<file path="config.mk">
export PLATFORM = sky130hd
export DESIGN_NAME = parity_frame_rx
export DESIGN_NICKNAME = d
export VERILOG_FILES = /design/src/rtl/parity_frame_rx.sv
export SDC_FILE = /design/constraint.sdc
export NUM_CORES = 1
export LEC_CHECK = 0
export CORE_ASPECT_RATIO = 0.8
export CORE_MARGIN = 1
export CORE_UTILIZATION = 35
export CTS_BUF_LIST = sky130_fd_sc_hd__clkbuf_8
export CTS_CLUSTER_SIZE = 20
export DETAILED_ROUTE_END_ITERATION = 12
export SYNTH_ARGS = -nofsm -noshare
export SYNTH_HDL_FRONTEND = slang
export SYNTH_SLANG_ARGS = --single-unit
</file>
<file path="constraint.sdc">
create_clock -name clk -period 1.8 [get_ports clk]
set_clock_uncertainty 0.2 [all_clocks]
set_input_delay 0.27 -clock clk [delete_from_list [all_inputs] [get_ports clk]]
set_output_delay 0.27 -clock clk [all_outputs]
set_load 0.01 [all_outputs]
</file>
<file path="src/rtl/parity_frame_rx.sv">
// parity_frame_rx: serial frame receiver with XOR parity check.
// The frame is a start bit (0), DATA_W data bits sent LSB first, then one parity bit.
// Each completed word is presented with a one-cycle data_valid strobe and a parity_err flag.
// A saturating 8-bit counter tracks how many frames arrived with bad parity.
// Optional feature macro: FRAME_TIMEOUT_EN. When it is defined, a frame is aborted after
// TIMEOUT consecutive cycles without sin_valid while a frame is in progress.
module parity_frame_rx #(
    parameter int DATA_W  = 8,
    parameter int ODD     = 0,
    parameter int TIMEOUT = 16
) (
    input  logic              clk,
    input  logic              rst,
    input  logic              sin,
    input  logic              sin_valid,
    output logic [DATA_W-1:0] data_out,
    output logic              data_valid,
    output logic              parity_err,
    output logic              frame_abort,
    output logic              busy,
    output logic [7:0]        err_count
);

    localparam int   CNT_W   = $clog2(DATA_W + 1);
    localparam logic ODD_BIT = (ODD != 0);

    typedef enum logic [1:0] {
        IDLE,
        DATA,
        PARITY
    } state_t;

    state_t              state_q, state_d;
    logic [CNT_W-1:0]    bit_cnt_q, bit_cnt_d;
    logic                par_q, par_d;
    logic [DATA_W-1:0]   shift_q, shift_d;
    logic [DATA_W-1:0]   data_out_q, data_out_d;
    logic                data_valid_q, data_valid_d;
    logic                parity_err_q, parity_err_d;
    logic [7:0]          err_count_q, err_count_d;
    logic                chk;

`ifdef FRAME_TIMEOUT_EN
    localparam int IDLE_W = $clog2(TIMEOUT + 1);

    logic [IDLE_W-1:0]   idle_q, idle_d;
    logic                frame_abort_q, frame_abort_d;
`endif

    // Next-state logic: framing, deserialisation, parity check and optional timeout abort
    always_comb begin
        state_d      = state_q;
        bit_cnt_d    = bit_cnt_q;
        par_d        = par_q;
        shift_d      = shift_q;
        data_out_d   = data_out_q;
        data_valid_d = 1'b0;
        parity_err_d = 1'b0;
        err_count_d  = err_count_q;
        // Running data parity folded with the received parity bit and the parity sense
        chk          = par_q ^ sin ^ ODD_BIT;
`ifdef FRAME_TIMEOUT_EN
        idle_d        = idle_q;
        frame_abort_d = 1'b0;
`endif

        case (state_q)
            IDLE: begin
                // A 1 with sin_valid is the idle line level and is ignored
                if (sin_valid && !sin) begin
                    state_d   = DATA;
                    bit_cnt_d = '0;
                    par_d     = 1'b0;
                end
            end
            DATA: begin
                if (sin_valid) begin
                    for (int i = 0; i < DATA_W; i++) begin
                        if (bit_cnt_q == CNT_W'(i)) begin
                            shift_d[i] = sin;
                        end
                    end
                    par_d     = par_q ^ sin;
                    bit_cnt_d = bit_cnt_q + 1'b1;
                    if (bit_cnt_q == CNT_W'(DATA_W - 1)) begin
                        state_d = PARITY;
                    end
                end
            end
            PARITY: begin
                if (sin_valid) begin
                    state_d      = IDLE;
                    // The word is delivered even on a parity error; consumers gate on parity_err
                    data_out_d   = shift_q;
                    data_valid_d = 1'b1;
                    parity_err_d = chk;
                    if (chk && (err_count_q != 8'hFF)) begin
                        err_count_d = err_count_q + 8'd1;
                    end
                end
            end
            default: begin
                state_d = IDLE;
            end
        endcase

`ifdef FRAME_TIMEOUT_EN
        // A valid bit always clears the idle count, so a bit on the expiry edge wins
        if (sin_valid) begin
            idle_d = '0;
        end else if (state_q != IDLE) begin
            if (idle_q == IDLE_W'(TIMEOUT - 1)) begin
                idle_d        = '0;
                state_d       = IDLE;
                frame_abort_d = 1'b1;
            end else begin
                idle_d = idle_q + 1'b1;
            end
        end
`endif
    end

    // Control and output registers, cleared by the synchronous reset
    always_ff @(posedge clk) begin
        if (rst) begin
            state_q       <= IDLE;
            data_out_q    <= '0;
            data_valid_q  <= 1'b0;
            parity_err_q  <= 1'b0;
            err_count_q   <= 8'd0;
`ifdef FRAME_TIMEOUT_EN
            idle_q        <= '0;
            frame_abort_q <= 1'b0;
`endif
        end else begin
            state_q       <= state_d;
            data_out_q    <= data_out_d;
            data_valid_q  <= data_valid_d;
            parity_err_q  <= parity_err_d;
            err_count_q   <= err_count_d;
`ifdef FRAME_TIMEOUT_EN
            idle_q        <= idle_d;
            frame_abort_q <= frame_abort_d;
`endif
        end
    end

    // Frame working registers; always initialised on the start bit, so they need no reset
    always_ff @(posedge clk) begin
        bit_cnt_q <= bit_cnt_d;
        par_q     <= par_d;
        shift_q   <= shift_d;
    end

    assign data_out   = data_out_q;
    assign data_valid = data_valid_q;
    assign parity_err = parity_err_q;
    assign err_count  = err_count_q;
    assign busy       = (state_q != IDLE);

`ifdef FRAME_TIMEOUT_EN
    assign frame_abort = frame_abort_q;
`else
    // Without the timeout the receiver waits forever mid-frame and never aborts
    logic unused_timeout;
    assign unused_timeout = (TIMEOUT != 0);
    assign frame_abort    = 1'b0;
`endif

endmodule

</file>
==> results.yml, run 1 <==
die:
  die_h_um: 59
  rows: 20
  die_x_um: 73.3
  dieArea_um2: 4320
  initial_core_util_pct: 36.9
  ios: 24
  core_area_um2: 3850
finish:
  drive_above_1_share_pct: 18.1
  layout_common_cells: "nand2_1 (19), dfxtp_1 (19), buf_4 (18)"
  fill_cells: 384
  postLayoutCellArea_um2: 1930
  fin_util_pct: 50.0
  antenna_cells: 0
  area_growth_pct: 35.6
  nNetsFinal: 190
cts:
  cts.hold.buffers_added: 0
  clk_path_buf_depth: 2
  clk_latency_ns: 0.28
  cts_buffers: 5
  root_buffer: "clkbuf_8"
  cts_sinks: 33
  cts_tree: "yes"
  h-tree-depth: 2
  clk_pin_slew_ns: 0.07
global_routing:
  grt_overflow_total: 0
  grt_max_degree: 21
  grt_pass1_wl_um: 4750
  antenna_found_initial: 0
  first_global_vias: 1076
  track_usage_pct: 15.3
pwr:
  power_mw: 1.40
  switchingPower_mw: 0.313
  power.density_nw_per_um2: 726
  p_seq_share_pct: 57.0
  peakVddDrop_mv: 0.362
  p_sw_share_pct: 22.4
  p_clk_share_pct: 37.2
  p_int_mw: 1.09
  leakagePower_nw: 0.786
  pwr-share-comb_pct: 5.8
route:
  drtIter0Drc: 26
  vias: 1086
  drc: 0
  post_drt_wl_per_cell_um: 12.1
  ant_nets: 0
  viasPerCell: 4.58
  routed_wl_um: 2870
  first_pass_iters: 4
outcome:
  status: "complete, no violations"
sta:
  rsz0062_at_grt: "false"
  final_hold_viol_count: 0
  max_freq_mhz: 579
  whs_ns: 0.256
  fin_crit_sh_pct: 95.9
  min_period_ns: 1.73
  setup_viol: 0
  postLayoutSetupSlackWorst_ns: 0.0735
  slew_violations: 0
place:
  post_dp_cell_area_um2: 1820
  gp_congestion: 0.711
  port_buffers: 22
  pre_cts_slack_ns: -0.321
  hpwl_um: 2080
setup_path:
  crit_fanout: 5
  end_kind: "output pin"
  crit_required_ns: 1.33
  slowest_stage: "clkdlybuf4s50_1"
  worst_r2r_path_depth: 4
  path_cells: "clkdlybuf4s50_1"
  worst-path-buf-inv: 1
  cp.depth: 1
  crit_type: "reg2out"
  crit_path_max_incr_delay_ns: 0.56
  crit_family: "buffers and inverters"
  start_kind: "flop"
  critical_path_arrival_ns: 1.26
yosys:
  synthFlopType: "dfxtp_1"
  synthCells: 138
  ys.warnings.count: 0
  synthXorXnorAreaFrac_pct: 4.23
  synthArstFlopShare_pct: 0
  synth_top_family_by_area: "simple AND/OR/NAND/NOR gates"
  yosys.area_share.simple_pct: 21.5
  synth-seq-cells: 33
  synth_area_um2: 1420
  synthMuxAreaShare_pct: 0.704
  synth_cell_types: 34
  synth-compound-area-share_pct: 10.1
  syn_nets: 147
  synth_adder_area_share_pct: 4.40
  seq_area_frac_synth_pct: 55.6
  synth_edf_count: 13
  syn_avg_cell_area_um2: 10.3
worst_hold_path:
  whs_path_depth: 2
  min_path_type: "reg2reg"
job:
  maxCapViolations: 0
-- timing repair --
item,4_1_cts,5_1_grt
endpoints found under the hold margin,0,0
gates resized for setup,2,8
pin swaps,1,2
setup buffers,0,1
setup endpoints to repair,3,6
-- power by group through the flow --
stage	logic (mW)	registers [mW]	clock network, mW
global route	0.0902	0.797	0.574
global placement	0.0772	0.812	0
detailed placement	0.0795	0.813	0
floorplan	0.0426	0.811	0
finish	0.0812	0.796	0.521
CTS	0.0790	0.796	0.538
-- through the flow --
step,std cells,setup TNS (ns)
after floorplan,138,0
after global placement,228,-2.62
after detailed placement,228,-3.33
after CTS,236,0
after global routing,237,0
final,237,0
-- synthesized netlist by cell type, types with 3 or more instances --
cell type  instances  area share [%]
dfxtp_1           20              28
nand2_1           19             5.0
edfxtp_1          13              27
a21oi_1           12             4.2
nor2_1            12             3.2
and2_1             8             3.5
inv_1              6             1.6
nand3_1            6             2.1
ha_1               5             4.4
o21ai_0            3             1.1
or4_1              3             1.6
xor2_1             3             1.8
-- layer usage --
layer | vias up | GRT usage (%) | part of all wire, %
li1 | 562 | - | -
met3 | 2 | 6.97 | 6.1
met2 | 30 | 25.1 | 47
met1 | 492 | 17.5 | 46
met4 | 0 | 5.88 | 0.45
met5 | - | 0 | 0
-- sequential cells by signal, summed over array words and instances (netlist names) --
| signal | flops |
|---|---|
| bit_cnt_q | 4 |
| par_q | 1 |
| data_out | 8 |
| shift_q | 8 |
| err_count | 8 |
| parity_err | 1 |
| state_q | 2 |
| data_valid | 1 |
-- cells by family after synthesis --
logic type / Yosys count
buffers and inverters: 10
adders and majority gates: 5
and+or+nand+nor: 60
other: 1
xor gates and xnor gates: 6
AOI/OAI and AO/OA: 22
muxes: 1
DFF: 33
-- worst paths after layout --
kind                              startpoint            to  slack, ns
worst max-delay path            err_count[6]  err_count[6]       0.07
worst min-delay path             data_out[5]   data_out[5]       0.26
worst max register to register         par_q  err_count[5]       0.08
worst min register to register   data_out[5]   data_out[5]       0.26
-- worst min-delay path, stage by stage (launching register included) --
cell and delay (ns):
dfxtp_1 0.31, nand2_1 0.05, a21oi_1 0.05
-- cell type report --
type                            count  area (um^2)  share of cell area (%)
Sequential cell                    33          792                    41.1
Multi-Input combinational cell     95          594                    30.8
Timing Repair Buffer               40          367                    19.0
Clock buffer                        5         68.8                    3.57
Tap cell                           55         68.8                    3.57
Inverter                            6         22.5                    1.17
Clock inverter                      3         13.8                   0.714
No activity file was read; power rests on OpenSTA's default activity.
==> run 2, diff against run 1 <==
CORE_MARGIN = default   (was 1)
HOLD_SLACK_MARGIN = 0.05   (was default)
==> results of run 2 <==
Final layout, timing and power as in run 1 (identical DEF).
==> run 3, diff against run 2 <==
CTS_CLUSTER_SIZE = default   (was 20)
GPL_TIMING_DRIVEN = 0   (was default)
==> results.yml, run 3 (same netlist as run 1, synthesis figures left out) <==
outcome:
  status: "complete, no violations"
sta:
  rsz0062_at_grt: "true"
  final_hold_viol_count: 0
  min_period_ns: 1.74
  slew_violations: 0
  max-slew-margin-rel_pct: 65.5
  tightest_slew_ns: 0.517
  max_freq_mhz: 574
  fin_crit_sh_pct: 96.7
  postLayoutSetupSlackWorst_ns: 0.0592
  setup_viol: 0
die:
  dieArea_um2: 4320
  rows: 20
  ios: 24
  die_h_um: 59
  initial_core_util_pct: 36.9
  core_area_um2: 3850
  die_x_um: 73.3
setup_path:
  crit_fanout: 5
  crit_type: "reg2out"
  r2r_start: "par_q"
  crit_family: "buffers and inverters"
  endpoint: "err_count[7]"
  slowest_stage: "clkdlybuf4s50_1"
  reg2reg_to: "err_count[5]"
  path_cells: "clkdlybuf4s50_1"
  end_kind: "output pin"
  cp.depth: 1
  reg2reg_slack_ns: 0.06
  worst-path-buf-inv: 1
  worst_r2r_path_depth: 4
  crit_path_max_incr_delay_ns: 0.57
  crit_required_ns: 1.33
  startpoint: "err_count[7]"
  start_kind: "flop"
  critical_path_arrival_ns: 1.27
finish:
  antenna_cells: 0
  area_growth_pct: 32.4
  drive_above_1_share_pct: 17.6
  fin_util_pct: 48.8
  layout_common_cells: "nand2_1 (19), clkdlybuf4s50_1 (19), dfxtp_1 (14)"
  nNetsFinal: 178
  finalNonFillerCells: 225
global_routing:
  grt.busiest_layer: "met2"
  grt_pass1_wl_um: 4350
  grt_max_degree: 13
  grt_overflow_total: 0
  grtUsageMet3_pct: 6.12
  antenna_found_initial: 0
  use_met2_pct: 20.2
  track_usage_pct: 14.0
  met1_usage_pct: 18.7
  first_global_vias: 932
route:
  routed_wl_um: 2820
  post_drt_wl_per_cell_um: 12.5
  drtIter0Drc: 34
  first_pass_iters: 6
  ant_nets: 0
  drc: 0
  vias: 1072
  viasPerCell: 4.76
job:
  maxCapViolations: 0
cts:
  cts.hold.buffers_added: 0
  cts_tree: "yes"
  clk_pin_slew_ns: 0.07
  cts_buffers: 5
  clk_latency_ns: 0.28
  h-tree-depth: 2
  root_buffer: "clkbuf_8"
  clk_path_buf_depth: 2
  cts_sinks: 33
pwr:
  p_seq_share_pct: 56.2
  p_sw_share_pct: 23.6
  switchingPower_mw: 0.333
  leakagePower_nw: 0.660
  power_mw: 1.41
  p_clk_share_pct: 38.3
  pwr-share-comb_pct: 5.4
  peakVddDrop_mv: 0.450
  power.density_nw_per_um2: 751
  p_int_mw: 1.08
place:
  pre_cts_slack_ns: -0.609
  port_buffers: 22
  dp_cells: 215
  hpwl_um: 1880
  gp_congestion: 0.782
worst_hold_path:
  min_path_type: "reg2reg"
run 3: cell types whose count changed in the layout (fill, tap and decap cells not counted), sizes merged:
cell,previous run,this run
dlygate4sd2,1,2
clkbuf,5,7
inv,7,6
buf,18,3
clkdlybuf4s15,0,1
o211ai,1,2
dlymetal6s2s,5,0
clkdlybuf4s50,16,19
clkinvlp,0,1
run 3: worst min path at each step:
stage                     start          end  cells after the start
floorplan                   sin   shift_q[0]                      0
global placement    data_out[7]  data_out[7]                      2
detailed placement  data_out[0]  data_out[0]                      2
CTS                 data_out[0]  data_out[0]                      2
global route        data_out[5]  data_out[5]                      2
finish              data_out[5]  data_out[5]                      2
run 3: area by class of cell:
| cell class | count | area [um^2] |
|---|---|---|
| sequential | 33 | 803 |
| fill | 380 | 1970 |
| timing repair buffer | 23 | 226 |
| buffer | 4 | 26.3 |
| tap | 55 | 68.8 |
| clock inverter | 3 | 17.5 |
| multi-input combinational | 96 | 648 |
| clock buffer | 5 | 68.8 |
| inverter | 6 | 22.5 |
run 3: metal layers:
layer	part of all wire, %	routed length, um	vias to the layer above
li1	-	-	542
met4	1.3	36	0
met3	3.8	106	6
met1	50	1410	507
met2	45	1270	17
met5	0	0	-
run 3: timing repair:
action / 4_1_cts / 5_1_grt
resized for setup: 13 / 10
pin swaps: 0 / 1
cloned: 0 / 1
setup endpoints to repair: 21 / 16
setup buffers: 0 / 1
run 3: power groups by stage:
stage | clock (mW) | combinational (mW) | sequential [mW]
floorplan | 0 | 0.0426 | 0.811
global placement | 0 | 0.0679 | 0.812
detailed placement | 0 | 0.0701 | 0.813
CTS | 0.560 | 0.0691 | 0.796
global route | 0.604 | 0.0853 | 0.796
finish | 0.542 | 0.0770 | 0.795
run 3: through the flow:
step                      TNS (ns)  hold WS [ns]  area [um^2]
after global routing       -0.0253         0.272         1880
after detailed placement     -9.90         0.247         1710
after global placement       -8.56         0.244         1710
after floorplan                  0         0.169         1420
final                            0         0.255         1880
after CTS                        0         0.257         1820
